[config.mk]
export PLATFORM = sky130hd
export DESIGN_NAME = prime_factorizer
export DESIGN_NICKNAME = d
export VERILOG_FILES = /design/src/rtl/prime_factorizer.sv
export SDC_FILE = /design/constraint.sdc
export NUM_CORES = 1
export LEC_CHECK = 0
export ABC_AREA = 1
export ABC_CLOCK_PERIOD_IN_PS = 11800
export CAP_MARGIN = 20
export CORE_ASPECT_RATIO = 1.1
export CORE_MARGIN = 2
export CORE_UTILIZATION = 66
export DETAILED_ROUTE_END_ITERATION = 16
export PLACE_DENSITY = 0.95
export SETUP_SLACK_MARGIN = 0.4
export SYNTH_ARGS = -nofsm -noshare
export SYNTH_HDL_FRONTEND = slang
export SYNTH_SLANG_ARGS = --single-unit
[constraint.sdc]
create_clock -name clk -period 11.8 [get_ports clk]
set_input_delay 1.77 -clock clk [delete_from_list [all_inputs] [get_ports clk]]
set_output_delay 1.77 -clock clk [all_outputs]
set_load 0.01 [all_outputs]
[src/rtl/prime_factorizer.sv]
// prime_factorizer: decomposes unsigned integers into ascending prime factors
// by trial division, using a 1-bit/cycle restoring divider (WIDTH cycles per trial).
// Each factor leaves on a valid/ready stream; out_last marks the final factor.
// Optional build macro PRIME_FACTOR_MULT_EN: repeated factors are merged into one
// beat and the multiplicity is reported on out_exp.
module prime_factorizer #(
    parameter int WIDTH = 32
) (
    input  logic                    clk,
    input  logic                    reset,
    input  logic                    in_valid,
    output logic                    in_ready,
    input  logic [WIDTH-1:0]        in_number,
    output logic                    out_valid,
    input  logic                    out_ready,
    output logic [WIDTH-1:0]        out_factor,
    output logic                    out_last
`ifdef PRIME_FACTOR_MULT_EN
    ,
    output logic [$clog2(WIDTH):0]  out_exp
`endif
);

    localparam int CW = $clog2(WIDTH);
    localparam int EW = $clog2(WIDTH) + 1;

    typedef enum logic [1:0] {IDLE, DIV, CHECK, EMIT} state_t;

    state_t           state_q, state_d;
    logic [WIDTH-1:0] n_rem_q, n_rem_d;     // value still to be factored
    logic [WIDTH-1:0] d_q, d_d;             // current trial divisor
    logic [WIDTH-1:0] rem_q, rem_d;         // divider partial remainder
    logic [WIDTH-1:0] quot_q, quot_d;       // dividend shifting out / quotient shifting in
    logic [CW-1:0]    cnt_q, cnt_d;         // divider step counter
    logic             out_valid_q, out_valid_d;
    logic             out_last_q, out_last_d;
    logic [WIDTH-1:0] out_factor_q, out_factor_d;

    logic [WIDTH:0]   rem_sh;               // remainder shifted left with next dividend bit
    logic [WIDTH:0]   rem_sub;              // trial subtraction; MSB is the borrow
    logic [WIDTH-1:0] d_nxt;                // next odd candidate (2 -> 3 -> 5 ...)

`ifdef PRIME_FACTOR_MULT_EN
    logic [EW-1:0]    exp_q, exp_d;         // multiplicity of d accumulated so far
    logic [EW-1:0]    out_exp_q, out_exp_d;
    logic [EW-1:0]    exp_inc;
`endif

    // Next-state, divider datapath and output-beat computation
    always_comb begin
        state_d      = state_q;
        n_rem_d      = n_rem_q;
        d_d          = d_q;
        rem_d        = rem_q;
        quot_d       = quot_q;
        cnt_d        = cnt_q;
        out_valid_d  = out_valid_q;
        out_last_d   = out_last_q;
        out_factor_d = out_factor_q;
`ifdef PRIME_FACTOR_MULT_EN
        exp_d        = exp_q;
        out_exp_d    = out_exp_q;
        exp_inc      = exp_q + EW'(1);
`endif
        rem_sh  = {rem_q, quot_q[WIDTH-1]};
        rem_sub = rem_sh - {1'b0, d_q};
        d_nxt   = (d_q == WIDTH'(2)) ? WIDTH'(3) : d_q + WIDTH'(2);

        case (state_q)
            IDLE: begin
                if (in_valid) begin
                    n_rem_d = in_number;
                    d_d     = WIDTH'(2);
`ifdef PRIME_FACTOR_MULT_EN
                    exp_d   = '0;
`endif
                    if (in_number <= WIDTH'(1)) begin
                        // 0 and 1 are passed through as a single final beat
                        state_d      = EMIT;
                        out_valid_d  = 1'b1;
                        out_factor_d = in_number;
                        out_last_d   = 1'b1;
`ifdef PRIME_FACTOR_MULT_EN
                        out_exp_d    = EW'(1);
`endif
                    end else begin
                        state_d = DIV;
                    end
                end
            end
            DIV: begin
                // Restoring step: keep the subtraction only when it does not borrow
                if (!rem_sub[WIDTH]) begin
                    rem_d  = rem_sub[WIDTH-1:0];
                    quot_d = {quot_q[WIDTH-2:0], 1'b1};
                end else begin
                    rem_d  = rem_sh[WIDTH-1:0];
                    quot_d = {quot_q[WIDTH-2:0], 1'b0};
                end
                cnt_d = cnt_q + CW'(1);
                if (cnt_q == CW'(WIDTH - 1)) state_d = CHECK;
            end
            CHECK: begin
                // quot_q = n_rem / d, rem_q = n_rem % d; q < d stands in for d*d > n_rem
`ifdef PRIME_FACTOR_MULT_EN
                if (rem_q == '0) begin
                    n_rem_d = quot_q;
                    exp_d   = exp_inc;
                    if (quot_q == WIDTH'(1)) begin
                        state_d      = EMIT;
                        out_valid_d  = 1'b1;
                        out_factor_d = d_q;
                        out_exp_d    = exp_inc;
                        out_last_d   = 1'b1;
                        exp_d        = '0;
                    end else begin
                        state_d = DIV;
                    end
                end else if (exp_q != '0) begin
                    // d no longer divides: flush the merged beat, then move on
                    state_d      = EMIT;
                    out_valid_d  = 1'b1;
                    out_factor_d = d_q;
                    out_exp_d    = exp_q;
                    out_last_d   = (n_rem_q == WIDTH'(1));
                    exp_d        = '0;
                    d_d          = d_nxt;
                end else if (quot_q < d_q) begin
                    state_d      = EMIT;
                    out_valid_d  = 1'b1;
                    out_factor_d = n_rem_q;
                    out_exp_d    = EW'(1);
                    out_last_d   = 1'b1;
                end else begin
                    d_d     = d_nxt;
                    state_d = DIV;
                end
`else
                if (rem_q == '0) begin
                    // keep d: it may divide the quotient again
                    state_d      = EMIT;
                    out_valid_d  = 1'b1;
                    out_factor_d = d_q;
                    out_last_d   = (quot_q == WIDTH'(1));
                    n_rem_d      = quot_q;
                end else if (quot_q < d_q) begin
                    state_d      = EMIT;
                    out_valid_d  = 1'b1;
                    out_factor_d = n_rem_q;
                    out_last_d   = 1'b1;
                end else begin
                    d_d     = d_nxt;
                    state_d = DIV;
                end
`endif
            end
            EMIT: begin
                if (out_ready) begin
                    out_valid_d = 1'b0;
                    state_d     = out_last_q ? IDLE : DIV;
                end
            end
            default: state_d = IDLE;
        endcase

        // Every entry into DIV starts a fresh division of the (possibly updated) n_rem
        if (state_d == DIV && state_q != DIV) begin
            rem_d  = '0;
            quot_d = n_rem_d;
            cnt_d  = '0;
        end
    end

    // State and datapath registers, cleared asynchronously
    always_ff @(posedge clk or posedge reset) begin
        if (reset) begin
            state_q      <= IDLE;
            n_rem_q      <= '0;
            d_q          <= '0;
            rem_q        <= '0;
            quot_q       <= '0;
            cnt_q        <= '0;
            out_valid_q  <= 1'b0;
            out_last_q   <= 1'b0;
            out_factor_q <= '0;
`ifdef PRIME_FACTOR_MULT_EN
            exp_q        <= '0;
            out_exp_q    <= '0;
`endif
        end else begin
            state_q      <= state_d;
            n_rem_q      <= n_rem_d;
            d_q          <= d_d;
            rem_q        <= rem_d;
            quot_q       <= quot_d;
            cnt_q        <= cnt_d;
            out_valid_q  <= out_valid_d;
            out_last_q   <= out_last_d;
            out_factor_q <= out_factor_d;
`ifdef PRIME_FACTOR_MULT_EN
            exp_q        <= exp_d;
            out_exp_q    <= out_exp_d;
`endif
        end
    end

    assign in_ready   = (state_q == IDLE);
    assign out_valid  = out_valid_q;
    assign out_last   = out_last_q;
    assign out_factor = out_factor_q;
`ifdef PRIME_FACTOR_MULT_EN
    assign out_exp    = out_exp_q;
`endif

endmodule
==> flow_summary_export.csv <==
group,metric,value,unit
worst_setup_path,slowest_delay,960,ps
clock_network,cts_sinks,169,
yosys,synthMuxAreaShare,0,
yosys,yosys.area_share.adder,0.0693,
worst_setup_path,worst_path_max_delay_cell,"nand4_1",
worst_setup_path,cp_common_cell,"nand4_1",
yosys,synth-seq-area-share,0.346,
route,avgViaCountPerCell,6.58,
die,start_util,0.668,
die,die_y,147,um
yosys,netlist_area,12200,um2
clock_network,h-tree-depth,4,
global_routing,grt_usage,0.394,
global_routing,grt_pass1_vias,12927,
yosys,synth_nets,1860,
global_routing,grtUsageMet1,0.471,
clock_network,post_cts_buffers,0,
clock_network,numCtsBuffers,17,
sta,hold_viol,0,
clock_network,cts_buffer_depth,2,
worst_setup_path,end_kind,"flip-flop",
sta,period_share,0.388,
sta,min_period,4580,ps
yosys,synth_cell_types,46,
yosys,yosys.area_share.simple,0.351,
layout,syn_to_final_growth,11.4,%
yosys,ys_warn_count,0,
sta,finalSetupTns,0,ps
worst_setup_path,cp_top_family,"simple AND/OR/NAND/NOR gates",
power_and_ir_drop,powerDensity,294,nW/um2
global_routing,gr-usage-met2,0.638,
placed_design,place_area,13000,um2
placed_design,routabilityCongestion,1.02,
route,postRouteAntennaNets,0,
route,drtIter0Drc,2051,
global_routing,grt_start_max_net_pins,108,
power_and_ir_drop,power_leakage,6.28,nW
worst_setup_path,path_cells,"nor4_1, nand4_1, nor2_4, nand2_2, nand3_2, inv_1, nand4_1, o21ai_0",
worst_setup_path,cp-start-kind,"flip-flop",
yosys,synthXorXnorAreaFrac,0.0244,
global_routing,grt_busiest_layer,"met2",
status,outcome,"completed",
die,die-width,134,um
global_routing,grt_pass1_wl,62100,um
route,drc,0,
worst_setup_path,crit_path_max_fanout,34,
layout,utilization,0.744,
die,fp.dieArea,19600,um2
clock_network,cts_repair_resize_count,0,
layout,nets,1885,
sta,timing.hold.ws,476,ps
placed_design,place_hpwl,26300,um
job,maxCapViolCount,0,
global_routing,antenna_found_initial,0,
layout,insertedDiodeCount,0,
yosys,synth_top_family_by_area,"simple AND/OR/NAND/NOR gates",
route,dr_total_vias,13407,
layout,drive_gt1_frac,0.0385,
layout,design_area,13600,um2
sta,drv_slew,0,
worst_setup_path,critPathRequiredTime,12070,ps
sta,max_freq,0.218,GHz
die,io_pins,71,
sta,worst_pin_slew,1130,ps
clock_network,path_clk_slew,70,ps
sta,setup_viol,0,
route,drt-wirelength-per-cell,18.9,um
yosys,synth-seq-cells,169,
power_and_ir_drop,irDropWorstVdd,393,uV
route,drt_wl_total,38400,um
die,core,18300,um2
yosys,synthCells,1757,
clock_network,clock_tree.root_cell,"clkbuf_16",
global_routing,overflow,0,
sta,relSlewSlack,0.244,
clock_network,hold_buffers,0,
die,row_count,52,
yosys,syn_area_per_cell,6.95,um2
placed_design,portBuffers,70,
global_routing,use_met3,0.109,
sta,finalClockSkew,9.68,ps
yosys,synth_compound_area_frac,0.133,
sta,rsz0062_at_grt,"no",
worst_setup_path,arrival,4850,ps
worst_setup_path,criticalPathCategory,"flip-flop to flip-flop",
worst_hold_path,holdCritPathClass,"flip-flop to flip-flop",
worst_setup_path,critical_path_buf_inv_count,1,
clock_network,clk_latency,440,ps
route,drt_pre_antenna_iters,10,
clock_network,cts_tree,"yes",
[registers in the layout, indices dropped and copies added, names as in the netlist]
register and flops:
state_q 2, out_factor 32, cnt_q 5, out_last 1
d_q 32, out_valid 1, quot_q 32, n_rem_q 32
rem_q 32
[metrics by stage]
stage	power [mW]	instances	worst slack (ps)
global route	4.33	2037	7110
CTS	3.92	2036	7500
detailed placement	3.31	2005	7310
finish	4.00	2037	7220
global placement	3.22	2005	7430
floorplan	2.69	1757	5450
[Yosys cell counts, drive strengths merged]
cell type / number / area share
a21boi: 3 / 0.0018
a21o: 3 / 0.0018
a21oi: 77 / 0.032
a22oi: 32 / 0.020
a31oi: 5 / 0.0026
and3: 3 / 0.0015
buf: 43 / 0.019
clkbuf: 35 / 0.011
clkinv: 1 / 0.00031
dfrtp: 169 / 0.35
fa: 1 / 0.0016
ha: 66 / 0.068
inv: 151 / 0.046
nand2: 528 / 0.16
nand3: 222 / 0.092
nand3b: 9 / 0.0055
nand4: 29 / 0.016
nor2: 106 / 0.037
nor3: 33 / 0.015
nor3b: 3 / 0.0018
nor4: 36 / 0.018
o2111ai: 1 / 0.00072
o211ai: 1 / 0.00061
o21a: 3 / 0.0018
o21ai: 135 / 0.056
o21bai: 5 / 0.0031
o31ai: 20 / 0.012
o32ai: 1 / 0.00072
or2: 1 / 0.00051
or3b: 1 / 0.00072
xnor2: 14 / 0.010
xor2: 20 / 0.014
[cells in the final DEF (no fill, tap or decap), types with 2 or more instances in the layout]
cell / count
a21boi_0: 3
a21o_1: 3
a21oi_1: 76
a22oi_1: 32
a31oi_1: 5
and3_1: 3
buf_4: 13
bufinv_16: 3
clkbuf_16: 17
clkdlybuf4s50_1: 70
clkinv_4: 3
clkinvlp_4: 2
dfrtp_1: 169
ha_1: 66
inv_1: 148
inv_2: 2
inv_6: 3
inv_8: 3
nand2_1: 527
nand3_1: 220
nand3_2: 2
nand3b_1: 9
nand4_1: 27
nand4_2: 2
nor2_1: 98
nor2_2: 2
nor2_4: 5
nor3_1: 29
nor3_2: 4
nor3b_1: 3
nor4_1: 36
o21a_1: 3
o21ai_0: 115
o21ai_1: 19
o21bai_1: 5
o31ai_1: 20
xnor2_1: 14
xor2_1: 20
[where the power goes]
group / switching, mW / leakage [nW] / total, mW / internal [mW]
Combinational: 1.41 / 3.89 / 2.29 / 0.872
Clock: 0.254 / 0.296 / 0.592 / 0.338
Sequential: 0.282 / 2.10 / 1.12 / 0.842
[cells by family (layout without fill, tap and decap cells)]
logic type      Yosys count  in the layout
buf+inv                 230            267
xor+xnor                 34             34
simple gates            971            971
compound gates          286            286
fa+ha+maj                67             67
flops                   169            169
[final timing paths]
path	from	end	slack (ps)	cells after the start
max	rem_q[12]	d_q[10]	7220	8
min	out_factor[3]	out_factor[3]	480	2
max reg2reg	rem_q[12]	d_q[10]	7220	8
min reg2reg	out_factor[3]	out_factor[3]	480	2
max in group asynchronous	reset	d_q[22]	8450	3
min in group asynchronous	reset	n_rem_q[25]	1930	2
[metal layers]
layer,up-vias,wire (um)
met3,273,4840
met1,6088,13600
met4,0,2320
li1,5995,-
met5,-,0
met2,1051,17600
[cell type report]
class,instances,area (um2)
clock buffers,17,425
clock inverters,14,188
fillers,1349,4680
inverters,152,576
multi-input cells,1358,7050
flip-flops and latches,169,4230
well taps,243,304
repair buffers,84,826
[tightest hold or removal path, cell delays in order (launching register included)]
cell     delay, ps
dfrtp_1        350
nand2_1         50
nand2_1         40
No activity file was read; power rests on OpenSTA's default activity.
